`src/rtl/seq_divmod_if.sv`:
```
// -----------------------------------------------------------------------------
// seq_divmod_if
// Handshake and data bundle between a requester and the sequential divider.
//
// Signals (direction as seen from the divider, i.e. the slave modport):
//   start     in   request to begin an operation (sampled only when not busy)
//   dividend  in   WIDTH-bit unsigned dividend, captured on the accepted start
//   divisor   in   WIDTH-bit unsigned divisor, captured on the accepted start
//   busy      out  high while an accepted operation is in progress
//   done      out  one-cycle completion pulse; results valid from this cycle on
//   quotient  out  floor(dividend / divisor)
//   remainder out  dividend mod divisor
//   divZero   out  2'b01 when the last operation had divisor 0, else 2'b00
// -----------------------------------------------------------------------------
interface seq_divmod_if #(
    parameter int WIDTH = 16
);
    logic             start;
    logic [WIDTH-1:0] dividend;
    logic [WIDTH-1:0] divisor;
    logic             busy;
    logic             done;
    logic [WIDTH-1:0] quotient;
    logic [WIDTH-1:0] remainder;
    logic [1:0]       divZero;

    modport master (
        output start, dividend, divisor,
        input  busy, done, quotient, remainder, divZero
    );

    modport slave (
        input  start, dividend, divisor,
        output busy, done, quotient, remainder, divZero
    );
endinterface

```
`src/rtl/seq_divmod.sv`:
```
// -----------------------------------------------------------------------------
// seq_divmod
// Unsigned restoring shift-subtract divider producing one quotient bit per
// clock. An accepted start with a nonzero divisor completes WIDTH cycles later;
// a zero divisor completes on the start edge itself with quotient all-ones,
// remainder = dividend and divZero = 2'b01. Results hold until the next
// completion or reset.
//
// Ports:
//   clk  in   rising-edge clock
//   rst  in   synchronous active-high reset (priority over start)
//   bus  slave modport of seq_divmod_if (start/operands in, status/results out)
// -----------------------------------------------------------------------------
module seq_divmod #(
    parameter int WIDTH = 16
) (
    input  logic         clk,
    input  logic         rst,
    seq_divmod_if.slave  bus
);

    localparam int CW = $clog2(WIDTH);

    typedef enum logic {
        IDLE,
        CALC
    } state_t;

    state_t           state_q, state_d;
    logic [WIDTH-1:0] dvd_q, dvd_d;    // dividend shifts out, quotient bits shift in
    logic [WIDTH-1:0] dsr_q, dsr_d;    // latched divisor
    logic [WIDTH-1:0] rem_q, rem_d;    // partial remainder, always < divisor
    logic [CW-1:0]    cnt_q, cnt_d;
    logic [WIDTH-1:0] quo_q, quo_d;    // quotient output register
    logic [WIDTH-1:0] rmo_q, rmo_d;    // remainder output register
    logic [1:0]       dz_q, dz_d;
    logic             done_q, done_d;

    // Working remainder is WIDTH+1 bits: the shifted partial remainder can
    // reach 2*divisor-1, which overflows WIDTH bits for large divisors.
    logic [WIDTH:0]   rem_shift;
    logic [WIDTH-1:0] rem_sub;
    logic             fits;

    assign rem_shift = {rem_q, dvd_q[WIDTH-1]};
    assign fits      = (rem_shift >= {1'b0, dsr_q});
    // The difference is below divisor, so the low WIDTH bits are exact.
    assign rem_sub   = rem_shift[WIDTH-1:0] - dsr_q;

    // NOTE: every next-state signal takes its hold value first, so no path
    // through the case statement leaves one unassigned and no latch appears.
    always_comb begin
        state_d = state_q;
        dvd_d   = dvd_q;
        dsr_d   = dsr_q;
        rem_d   = rem_q;
        cnt_d   = cnt_q;
        quo_d   = quo_q;
        rmo_d   = rmo_q;
        dz_d    = dz_q;
        done_d  = 1'b0;

        case (state_q)
            IDLE: begin
                if (bus.start) begin
                    if (bus.divisor == '0) begin
                        quo_d  = '1;
                        rmo_d  = bus.dividend;
                        dz_d   = 2'b01;
                        done_d = 1'b1;
                    end else begin
                        dvd_d   = bus.dividend;
                        dsr_d   = bus.divisor;
                        rem_d   = '0;
                        cnt_d   = '0;
                        state_d = CALC;
                    end
                end
            end

            CALC: begin
                dvd_d = {dvd_q[WIDTH-2:0], fits};
                rem_d = fits ? rem_sub : rem_shift[WIDTH-1:0];
                cnt_d = cnt_q + CW'(1);
                if (cnt_q == CW'(WIDTH - 1)) begin
                    // Final step: publish the values this cycle produces.
                    quo_d   = dvd_d;
                    rmo_d   = rem_d;
                    dz_d    = 2'b00;
                    done_d  = 1'b1;
                    state_d = IDLE;
                end
            end

            default: state_d = IDLE;
        endcase
    end

    // NOTE: sequential state uses non-blocking assignments so every register
    // updates from the values present before the edge.
    always_ff @(posedge clk) begin
        if (rst) begin
            state_q <= IDLE;
            dvd_q   <= '0;
            dsr_q   <= '0;
            rem_q   <= '0;
            cnt_q   <= '0;
            quo_q   <= '0;
            rmo_q   <= '0;
            dz_q    <= 2'b00;
            done_q  <= 1'b0;
        end else begin
            state_q <= state_d;
            dvd_q   <= dvd_d;
            dsr_q   <= dsr_d;
            rem_q   <= rem_d;
            cnt_q   <= cnt_d;
            quo_q   <= quo_d;
            rmo_q   <= rmo_d;
            dz_q    <= dz_d;
            done_q  <= done_d;
        end
    end

    assign bus.busy      = (state_q == CALC);
    assign bus.done      = done_q;
    assign bus.quotient  = quo_q;
    assign bus.remainder = rmo_q;
    assign bus.divZero   = dz_q;

endmodule

```
`src/flat_wrapper.sv`:
```
// flat-port wrapper written by rule: the top's interface ports become plain ports
module seq_divmod_flat 
#(
    parameter int WIDTH = 16
)
  (clk, rst, bus_start, bus_dividend, bus_divisor, bus_busy, bus_done, bus_quotient, bus_remainder, bus_divZero);
  seq_divmod_if #(.WIDTH(WIDTH)) bus_i ();
  input  logic clk;
  input  logic rst;
  input wire logic [$bits(bus_i.start)-1:0] bus_start;
  input wire logic [$bits(bus_i.dividend)-1:0] bus_dividend;
  input wire logic [$bits(bus_i.divisor)-1:0] bus_divisor;
  output wire logic [$bits(bus_i.busy)-1:0] bus_busy;
  output wire logic [$bits(bus_i.done)-1:0] bus_done;
  output wire logic [$bits(bus_i.quotient)-1:0] bus_quotient;
  output wire logic [$bits(bus_i.remainder)-1:0] bus_remainder;
  output wire logic [$bits(bus_i.divZero)-1:0] bus_divZero;
  assign bus_i.start = bus_start;
  assign bus_i.dividend = bus_dividend;
  assign bus_i.divisor = bus_divisor;
  assign bus_busy = bus_i.busy;
  assign bus_done = bus_i.done;
  assign bus_quotient = bus_i.quotient;
  assign bus_remainder = bus_i.remainder;
  assign bus_divZero = bus_i.divZero;
  seq_divmod #(.WIDTH(WIDTH)) u_core (.clk(clk), .rst(rst), .bus(bus_i));
endmodule
```
`config.mk`:
```
export PLATFORM = sky130hd
export DESIGN_NAME = seq_divmod_flat
export DESIGN_NICKNAME = d
export VERILOG_FILES = /design/src/rtl/seq_divmod_if.sv /design/src/rtl/seq_divmod.sv /design/src/flat_wrapper.sv
export SDC_FILE = /design/constraint.sdc
export NUM_CORES = 1
export LEC_CHECK = 0
export ABC_AREA = 1
export CAP_MARGIN = 20
export CORE_ASPECT_RATIO = 1.4
export CORE_MARGIN = 8
export CORE_UTILIZATION = 50
export CTS_CLUSTER_SIZE = 10
export DETAILED_ROUTE_END_ITERATION = 8
export DONT_BUFFER_PORTS = 1
export RECOVER_POWER = 25
export SETUP_SLACK_MARGIN = 0.5
export SLEW_MARGIN = 20
export SYNTH_ARGS = -nofsm -noshare
export SYNTH_HDL_FRONTEND = slang
export SYNTH_SLANG_ARGS = --single-unit
```
`constraint.sdc`:
```
create_clock -name clk -period 2.2 [get_ports clk]
set_input_delay 0 -clock clk [delete_from_list [all_inputs] [get_ports clk]]
set_output_delay 0 -clock clk [all_outputs]
set_load 0.05 [all_outputs]
```
==> impl_metrics.yaml, run 1 <==
logic_synthesis:
  avgSynthCellArea_um2: 6.811
  syn-num-nets: 788
  yosys_most_used_dff: "dfxtp_1"
  synth_common_cells: "nand2_1, inv_1, dfxtp_1"
  synth_edf_count: 0
  synth_area_leaders: "dfxtp_1, nand2_1, inv_1, a21oi_1, nand3_1"
  yosysWarnings: 0
  syn_inst: 735
  synth_top_cell_area_share_pct: 34.79
  syn_area_um2: 5006
  yosysTopAreaCell: "dfxtp_1"
  post-synth-top-count-cell: "nand2_1"
  yosys.cell_types.count: 40
  ys_seq_area_share_pct: 34.79
  asyncSetResetFlopFracSynth_pct: 0
  synth-seq-cells: 87
global_route:
  grtUsageTotal_pct: 21.90
  grt_pass1_wl_um: 23410
  antenna_found_initial: 0
  grt_max_degree: 53
  grt_pass1_vias: 4691
  overflow: 0
pwr:
  p_seq_share_pct: 25.6
  pwr-share-clk_pct: 19.6
  ir_drop_mv: 0.6246
  combPwrFrac_pct: 54.8
  swShare_pct: 42.98
  leakage_nw: 3.260
  p_switching_mw: 3.189
  intPower_mw: 4.230
  power_density_nw_per_um2: 1146
finish:
  drive_gt1_share_pct: 25.19
  syn2layout_area_growth_pct: 29.29
  n_antenna_cell: 0
  multi_input_area_um2: 2947
  postLayoutCoreUtil_pct: 65.74
  fill_cells: 909
  seq_area_um2: 1782
  finalNetCount: 854
floorplanning:
  die_h_um: 134.4
  io_pins: 71
  initial_core_util_pct: 50.85
  design.die.area_um2: 13510
  coreArea_um2: 9846
  row_count: 43
  die_w_um: 100.6
clock_network:
  cts.path.max_buffers: 2
  tritoncts: "done"
  cts_made_buffers: 9
  htreeDepth: 3
  path_clk_slew_ns: 0.06
  clock_sinks: 87
  clock-root-buffer: "clkbuf_16"
  clk_latency_ns: 0.34
route:
  viasPerCell: 5.222
  drc: 0
  via_count: 4914
  detail-route-antenna-nets: 0
  wirelength_um: 14920
  wl_per_cell_um: 15.85
  dr.pass1.iters: 5
  drtIter0Drc: 309
critical_path:
  r2r-start: "u_core.dsr_q[14]"
  crit_path_start_kind: "flop"
  cp-end-kind: "flop"
  rr_endpoint: "u_core.bus.remainder[5]"
  required_ns: 2.44
  worstSetupEndpoint: "u_core.bus.remainder[5]"
  path_max_fanout: 5
  arrival_ns: 2.26
  path_class: "reg -> reg"
  critPathLaunch: "u_core.dsr_q[14]"
  worstRegToRegCells: 12
  reg2reg_setup_slack_ns: 0.18
timing:
  timing.final.crit_share_pct: 91.68
  rsz0062_at_grt: "yes"
  final-setup-viol-count: 0
  setup_tns_ns: 0
  worst_pin_slew_ns: 0.6579
  layout_min_cycle_time_ns: 2.017
  hold_violations: 0
  max_freq_ghz: 0.4958
  slew_viol_final: 0
  slew_headroom_pct: 56.14
  skew_ns: 0.006456
  setup_ws_ns: 0.1830
place:
  preCtsSetupSlack_ns: 0.07232
  numPortBuffers: 0
  gp_congestion: 0.9120
  dp_hpwl_um: 10340
hold_path:
  hp-class: "in -> reg"
  worstHoldStart: "bus_divisor[0]"
job:
  max-cap-violations: 0
outcome:
  outcome: "finished clean"
[state kept, by name, summed over array words and instances, names as in the netlist]
name and cells:
u_core.bus.busy 1, u_core.bus.divZero 1, u_core.bus.done 1, u_core.bus.quotient 16
u_core.bus.remainder 16, u_core.cnt_q 4, u_core.dsr_q 16, u_core.dvd_q 16
u_core.rem_q 16
[worst max-delay path, cell delays in order, from the launching register on]
cell	delay (ns)
dfxtp_1	0.32
inv_2	0.05
ha_4	0.30
nand2_2	0.08
nor2_2	0.15
nand2_2	0.08
nor3_4	0.30
nor2_8	0.11
buf_6	0.15
nand4_1	0.14
nand3_2	0.11
nand2_2	0.08
inv_1	0.04
[how the worst min path moves through the flow]
stage / end / slack (ns) / depth (start not counted)
2_1_floorplan: u_core.dsr_q[0] / 0.16 / 2
3_3_place_gp: u_core.cnt_q[3] / 0.08 / 1
3_5_place_dp: u_core.cnt_q[3] / 0.08 / 1
4_1_cts: u_core.bus.divZero[0] / 0.04 / 5
5_1_grt: u_core.bus.divZero[0] / 0.07 / 5
6_report: u_core.bus.divZero[0] / 0.04 / 5
[kinds of logic (layout without fill, tap and decap cells)]
kind of cell               count (synthesis)  count (layout)  synth area share [%]
AOI/OAI and AO/OA                        113             113                 11.55
xor gates and xnor gates                   7               7                 1.225
adders and majority gates                 18              18                 4.649
buffers and inverters                    168             238                 15.00
DFF                                       87              87                 34.79
other                                      1               1               0.07491
and+or+nand+nor                          341             342                 32.72
[routing by layer]
layer / GRT usage, % / share of wire, %
met5: 0 / 0
met4: 7.173 / 2.1
met3: 5.031 / 6.1
met2: 39.07 / 52
met1: 24.77 / 40
[through the flow]
step / cell area [µm²] / hold WS [ns] / power, mW / cells
global route: 6472 / 0.07478 / 7.864 / 941
CTS: 6292 / 0.03542 / 7.083 / 932
detailed placement: 5207 / 0.08316 / 4.755 / 849
finish: 6472 / 0.04079 / 7.419 / 941
global placement: 5207 / 0.07686 / 4.733 / 849
floorplan: 5180 / 0.1646 / 4.398 / 735
[what timing repair did]
action	CTS	global route
gates resized for setup	67	32
endpoints found under the setup margin	34	46
pin swaps	51	35
hold buffers	35	0
setup buffers	31	9
gates cloned	1	0
endpoints found under the hold margin	68	0
[placed cells by master, fill, tap and decap left out, types with 3 or more instances in the layout]
master	count
dfxtp_4	3
nor4_1	14
nor2_4	6
buf_4	43
dfxtp_1	61
clkinvlp_4	3
nand3_1	43
ha_4	15
buf_6	6
o21ai_0	50
inv_1	114
nand4_1	19
dfxtp_2	23
a21oi_1	58
nor2_1	66
xor2_1	5
dlygate4sd3_1	34
nand3_2	19
buf_12	3
nand2_1	125
inv_2	21
and2_1	3
nand2_2	20
clkbuf_16	9
nand3_4	5
nand2_4	9
[power groups by stage]
stage / sequential, mW / combinational, mW / clock, mW
CTS: 1.88 / 3.72 / 1.48
finish: 1.90 / 4.07 / 1.45
global route: 1.91 / 4.41 / 1.54
global placement: 1.88 / 2.85 / 0
floorplan: 1.85 / 2.55 / 0
detailed placement: 1.89 / 2.87 / 0
[layout make-up]
type / count / share of cell area [%]
multi-input cells: 481 / 45.52
flip-flops and latches: 87 / 27.53
clock inverters: 6 / 0.6959
inverters: 135 / 7.829
clock buffers: 10 / 3.538
well taps: 135 / 2.610
repair buffers: 87 / 12.28
Note: power is estimated with default switching activity, not from simulation.
==> run 2: changes to the inputs <==
--- a/config.mk
+++ b/config.mk
@@ -5,7 +5,6 @@
 export SDC_FILE = /design/constraint.sdc
 export NUM_CORES = 1
 export LEC_CHECK = 0
-export ABC_AREA = 1
 export CAP_MARGIN = 20
 export CORE_ASPECT_RATIO = 1.4
 export CORE_MARGIN = 8
==> run 2 against run 1 <==
  * The run now ends with setup timing left
  * Wire length down 14%
  * Largest power group unchanged
  * Area after synthesis down 12%
  * Non-clock buffer count up 29
  * Register-to-register slack worse by 0.55 ns
  * Final area down 3.7%
  * Critical path type unchanged
  * Largest cell class unchanged
  * Flip-flop and latch count unchanged
==> impl_metrics.yaml, run 2 <==
outcome:
  outcome: "finished with violations"
  violations: "setup timing"
clock_network:
  tritoncts: "done"
  clock-root-buffer: "clkbuf_16"
  clk_latency_ns: 0.34
  cts_made_buffers: 9
  clock_sinks: 87
  cts.path.max_buffers: 2
  path_clk_slew_ns: 0.06
  htreeDepth: 3
place:
  place_area_um2: 5087
  gp_congestion: 0.8431
  place_inst: 674
  preCtsSetupSlack_ns: -0.4503
  numPortBuffers: 0
  dp_hpwl_um: 8954
critical_path:
  arrival_ns: 2.81
  crit_path_start_kind: "flop"
  critPathBufInv: 2
  required_ns: 2.44
  path_class: "reg -> reg"
  crit_family: "compound AO/OA/AOI/OAI gates"
  path_common_cell: "inv_2"
  reg2reg_setup_slack_ns: -0.37
  cp_slowest_cell: "fa_2"
  cp-end-kind: "flop"
  path_max_fanout: 3
  slowest_delay_ns: 0.36
  path_cells: "inv_2, ha_4, inv_2, fa_2, a21oi_4, o211ai_1, a211oi_2, o31ai_2, a311o_1, xor2_2, a21oi_1, o31ai_1"
timing:
  slew_headroom_pct: 63.04
  max_freq_ghz: 0.3890
  worst_pin_slew_ns: 0.5537
  timing.final.crit_share_pct: 116.8
  hold_violations: 0
  hold_slack_ns: 0.04587
  layout_min_cycle_time_ns: 2.570
  skew_ns: 0.006580
  rsz0062_at_grt: "yes"
  final-setup-viol-count: 33
  setup_ws_ns: -0.3704
  slew_viol_final: 0
  setup_tns_ns: -8.110
route:
  drc: 0
  dr.pass1.iters: 4
  wirelength_um: 12750
  wl_per_cell_um: 17.14
  drtIter0Drc: 247
  via_count: 4141
  detail-route-antenna-nets: 0
  viasPerCell: 5.566
global_route:
  grt_max_degree: 81
  grtUsageTotal_pct: 20.54
  antenna_found_initial: 0
  overflow: 0
  grt_pass1_vias: 4264
  grt_pass1_wl_um: 19950
logic_synthesis:
  yosys_most_used_dff: "dfxtp_1"
  muxShareOfSynthArea_pct: 2.986
  yosysWarnings: 0
  yosys.area_share.simple_pct: 16.75
  synth-seq-cells: 87
  avgSynthCellArea_um2: 8.147
  synth_area_leaders: "dfxtp_1, a21oi_1, nand2_1, ha_1, a211oi_1"
  synth_edf_count: 0
  syn_inst: 540
  synth_top_cell_area_share_pct: 39.59
  yosys.area_share.adder_pct: 5.290
  synth_compound_area_share_pct: 26.45
  syn-num-nets: 593
  syn_area_um2: 4399
  asyncSetResetFlopFracSynth_pct: 0
  post-synth-top-count-cell: "dfxtp_1"
  synth_common_cells: "dfxtp_1, a21oi_1, nand2_1"
  synth_top_family_by_area: "compound AO/OA/AOI/OAI gates"
  yosysTopAreaCell: "dfxtp_1"
  synth-xor-area-share_pct: 2.190
  yosys.cell_types.count: 61
  ys_seq_area_share_pct: 39.59
floorplanning:
  die_h_um: 127.0
  initial_core_util_pct: 51.40
  row_count: 40
  die_w_um: 95.28
  coreArea_um2: 8558
  design.die.area_um2: 12100
  io_pins: 71
pwr:
  leakage_nw: 2.391
  ir_drop_mv: 1.001
  power_density_nw_per_um2: 1705
  power.total_mw: 10.63
finish:
  final_cell_mix: "dfxtp_1, a21oi_1, buf_4, nand2_1, nor2_1"
  n_antenna_cell: 0
  finalInstanceArea_um2: 6235
  stdcell_count: 744
  syn2layout_area_growth_pct: 41.72
  drive_gt1_share_pct: 31.14
  finalNetCount: 687
  postLayoutCoreUtil_pct: 72.85
  final_common_cell: "dfxtp_1"
hold_path:
  hp-class: "in -> reg"
job:
  max-cap-violations: 0
run 2: changes by cell type after synthesis, moves of 11 or more:
cell	before	now
a211oi_1	0	25
a21oi_1	59	77
inv_1	131	39
nand2_1	147	61
nand3_1	55	7
nand3_2	11	0
nand4_1	19	4
nor2_1	69	48
o21ai_0	50	29
run 2: repair_timing:
action / 4_1_cts / 5_1_grt
gates resized for setup: 46 / 30
endpoints found under the setup margin: 50 / 51
pin swaps: 32 / 27
endpoints found under the hold margin: 86 / 0
buffers inserted: 15 / 3
hold buffers: 36 / 0
run 2: metal layers:
| metal | GRT usage, % | vias to the layer above | part of all wire [%] |
|---|---|---|---|
| met1 | 22.44 | 1960 | 40 |
| met3 | 4.103 | 16 | 5.3 |
| met5 | 0 | - | 0 |
| met4 | 6.273 | 0 | 1.4 |
| met2 | 37.91 | 83 | 54 |
| li1 | - | 2082 | - |
run 2: cell type report:
class	count	area (µm²)
multi-input combinational	381	2838
sequential	87	1759
fill	629	2323
clock inverter	5	40.04
clock buffer	11	242.7
tap	105	131.4
timing repair buffer	116	1077
inverter	39	146.4
run 2: power by group:
| group | switching [mW] | internal, mW | leakage [nW] |
|---|---|---|---|
| combinational | 3.31 | 3.97 | 1.54 |
| clock | 0.650 | 0.806 | 0.137 |
| sequential | 0.161 | 1.73 | 0.714 |
| total | 4.12 | 6.51 | 2.39 |
run 2: path summary, 6_finish.rpt:
kind                     from                       end  cells past startpoint
max reg2reg  u_core.dvd_q[15]  u_core.bus.remainder[14]                     12
min reg2reg   u_core.dsr_q[5]           u_core.dsr_q[5]                      2
min                       rst     u_core.bus.divZero[0]                      2
max          u_core.dvd_q[15]  u_core.bus.remainder[14]                     12
run 2: worst reg2reg max path, delay by kind of cell, from the launching register on:
kind	cells	cell delay [ns]
fa+ha+maj	2	0.50
xor+xnor	1	0.18
compound gates	7	1.38
buf+inv	2	0.10
flops	1	0.32
run 2: cell families (layout without fill, tap and decap cells):
group	after synthesis	after routing
adder cells (fa/ha/maj)	18	18
flip-flops	87	87
XOR/XNOR	11	11
multiplexers	12	12
AO/OA/AOI/OAI	181	181
buffers and inverters	72	171
other	1	1
AND/OR/NAND/NOR	158	158
==> run 3: changes to the inputs <==
--- a/config.mk
+++ b/config.mk
@@ -7,7 +7,7 @@
 export LEC_CHECK = 0
 export CAP_MARGIN = 20
 export CORE_ASPECT_RATIO = 1.4
-export CORE_MARGIN = 8
+export CORE_MARGIN = 10
 export CORE_UTILIZATION = 50
 export CTS_CLUSTER_SIZE = 10
 export DETAILED_ROUTE_END_ITERATION = 8
==> constraint.sdc (replaced) <==
create_clock -name clk -period 3 [get_ports clk]
set_input_delay 0 -clock clk [delete_from_list [all_inputs] [get_ports clk]]
set_output_delay 0 -clock clk [all_outputs]
set_load 0.05 [all_outputs]
==> run 3 against run 2 <==
  * The flow now finishes without violations
  * Flip-flop and latch count is the same
  * Sequential share of layout area grew 3.8 points
  * Clock power shrank 18%
  * Die area grew 7.5%
  * Non-clock buffer count shrank 60
  * Clock skew is essentially flat
  * Final cell count shrank 7.8%
  * Via count shrank 4.9%
  * Combinational power shrank 52%
  * Critical path type unchanged
  * Largest cell class unchanged
  * Largest power group unchanged
==> impl_metrics.yaml, run 3 (synthesis results as in run 2) <==
timing:
  skew_ns: 0.006758
  timing.final.crit_share_pct: 88.63
  hold_violations: 0
  setup_ws_ns: 0.3411
  setup_tns_ns: 0
  rsz0062_at_grt: "yes"
  hold_slack_ns: 0.007731
  slew_viol_final: 0
  final-setup-viol-count: 0
  max_freq_ghz: 0.3761
  layout_min_cycle_time_ns: 2.659
  worst_pin_slew_ns: 0.6212
  slew_headroom_pct: 58.58
critical_path:
  path_cells: "inv_2, ha_4, inv_2, fa_2, a21oi_2, o211ai_1, a211oi_2, o31ai_2, a311o_1, xor2_1, a21oi_1, o31ai_1"
  critPathBufInv: 2
  slowest_delay_ns: 0.37
  path_common_cell: "inv_2"
  path_max_fanout: 3
  crit_family: "compound AO/OA/AOI/OAI gates"
  cp_slowest_cell: "fa_2"
  path_depth: 12
  crit_path_start_kind: "flop"
  required_ns: 3.25
  reg2reg_setup_slack_ns: 0.34
  worstRegToRegCells: 12
  cp-end-kind: "flop"
  arrival_ns: 2.91
  path_class: "reg -> reg"
finish:
  n_antenna_cell: 0
  fill_cells: 746
  final_cell_mix: "dfxtp_1, a21oi_1, nand2_1, nor2_1, inv_1"
  drive_gt1_share_pct: 16.70
  stdcell_count: 686
  finalNetCount: 629
  syn2layout_area_growth_pct: 24.63
  final_common_cell: "dfxtp_1"
  multi_input_area_um2: 2614
  seq_area_um2: 1754
  finalInstanceArea_um2: 5483
  postLayoutCoreUtil_pct: 63.69
route:
  via_count: 3939
  wl_per_cell_um: 17.62
  drc: 0
  wirelength_um: 12090
  dr.pass1.iters: 5
  viasPerCell: 5.742
  drtIter0Drc: 212
  detail-route-antenna-nets: 0
pwr:
  leakage_nw: 2.042
  power.total_mw: 6.100
  ir_drop_mv: 0.6103
  power_density_nw_per_um2: 1113
place:
  preCtsSetupSlack_ns: 0.1918
  place_area_um2: 4471
  dp_hpwl_um: 8232
  place_inst: 621
  gp_congestion: 0.8347
  numPortBuffers: 0
floorplanning:
  initial_core_util_pct: 51.10
  design.die.area_um2: 13000
  io_pins: 71
  row_count: 40
  die_h_um: 131.0
  die_w_um: 99.28
  coreArea_um2: 8608
hold_path:
  hp-class: "in -> reg"
  holdPathStages: 4
global_route:
  grt_pass1_wl_um: 19130
  overflow: 0
  met1_usage_pct: 20.36
  antenna_found_initial: 0
  grt_max_degree: 84
  use_met2_pct: 31.87
  gr-usage-met3_pct: 4.940
  grt.busiest_layer: "met2"
  grt_pass1_vias: 3855
  grtUsageTotal_pct: 17.94
clock_network:
  cts_made_buffers: 9
  clock-root-buffer: "clkbuf_16"
  clock_sinks: 87
  cts.path.max_buffers: 2
  clk_latency_ns: 0.34
  path_clk_slew_ns: 0.06
  tritoncts: "done"
  htreeDepth: 3
outcome:
  outcome: "finished clean"
job:
  max-cap-violations: 0
[run 3: changes by cell type in the layout (fill, tap and decap cells not counted), moves of 5 or more]
cell      change
a211oi_2      -6
nand2_1       +6
o21ai_0       +5
a211oi_1      +6
a21oi_1       +5
inv_2         -5
buf_4        -37
inv_1         +5
o21ai_1       -5
nand2_2       -6
buf_6        -17
[run 3: path summary, 6_finish.rpt]
path | start | to
max | u_core.dvd_q[15] | u_core.bus.remainder[14]
min | bus_start | u_core.dvd_q[0]
max reg2reg | u_core.dvd_q[15] | u_core.bus.remainder[14]
min reg2reg | u_core.dsr_q[5] | u_core.dsr_q[5]
[run 3: repair_timing]
| item | 4_1_cts | 5_1_grt |
|---|---|---|
| setup buffers | 5 | 8 |
| hold buffers | 34 | 0 |
| gates resized for setup | 25 | 28 |
| hold endpoints to repair | 86 | 0 |
| gates cloned | 2 | 0 |
| pin swaps | 19 | 18 |
| endpoints found under the setup margin | 18 | 28 |
[run 3: worst register-to-register path, delay by kind of cell (launching register included)]
kind	cells	cell delay, ns
flops	1	0.32
buf+inv	2	0.11
fa+ha+maj	2	0.51
xor+xnor	1	0.22
compound gates	7	1.43
[run 3: power by group]
group          switching [mW]  leakage, nW  total (mW)  internal (mW)
clock network           0.470        0.150        1.20          0.732
logic                    1.86         1.18        3.50           1.64
registers               0.123        0.712        1.39           1.27
total                    2.45         2.04        6.10           3.65
[run 3: area by class of cell]
| class | count | area share [%] |
|---|---|---|
| tap | 105 | 2.396 |
| multi-input combinational | 383 | 47.67 |
| inverter | 39 | 2.670 |
| clock buffer | 11 | 4.245 |
| sequential | 87 | 31.99 |
| timing repair buffer | 56 | 9.539 |
| clock inverter | 5 | 1.483 |
[run 3: metal layers]
layer,share of wire (%),vias to the layer above,wire length (µm)
met3,6.3,18,765
met4,1.6,0,195
li1,-,1971,-
met5,0,-,0
met1,42,1851,5080
met2,50,99,6048
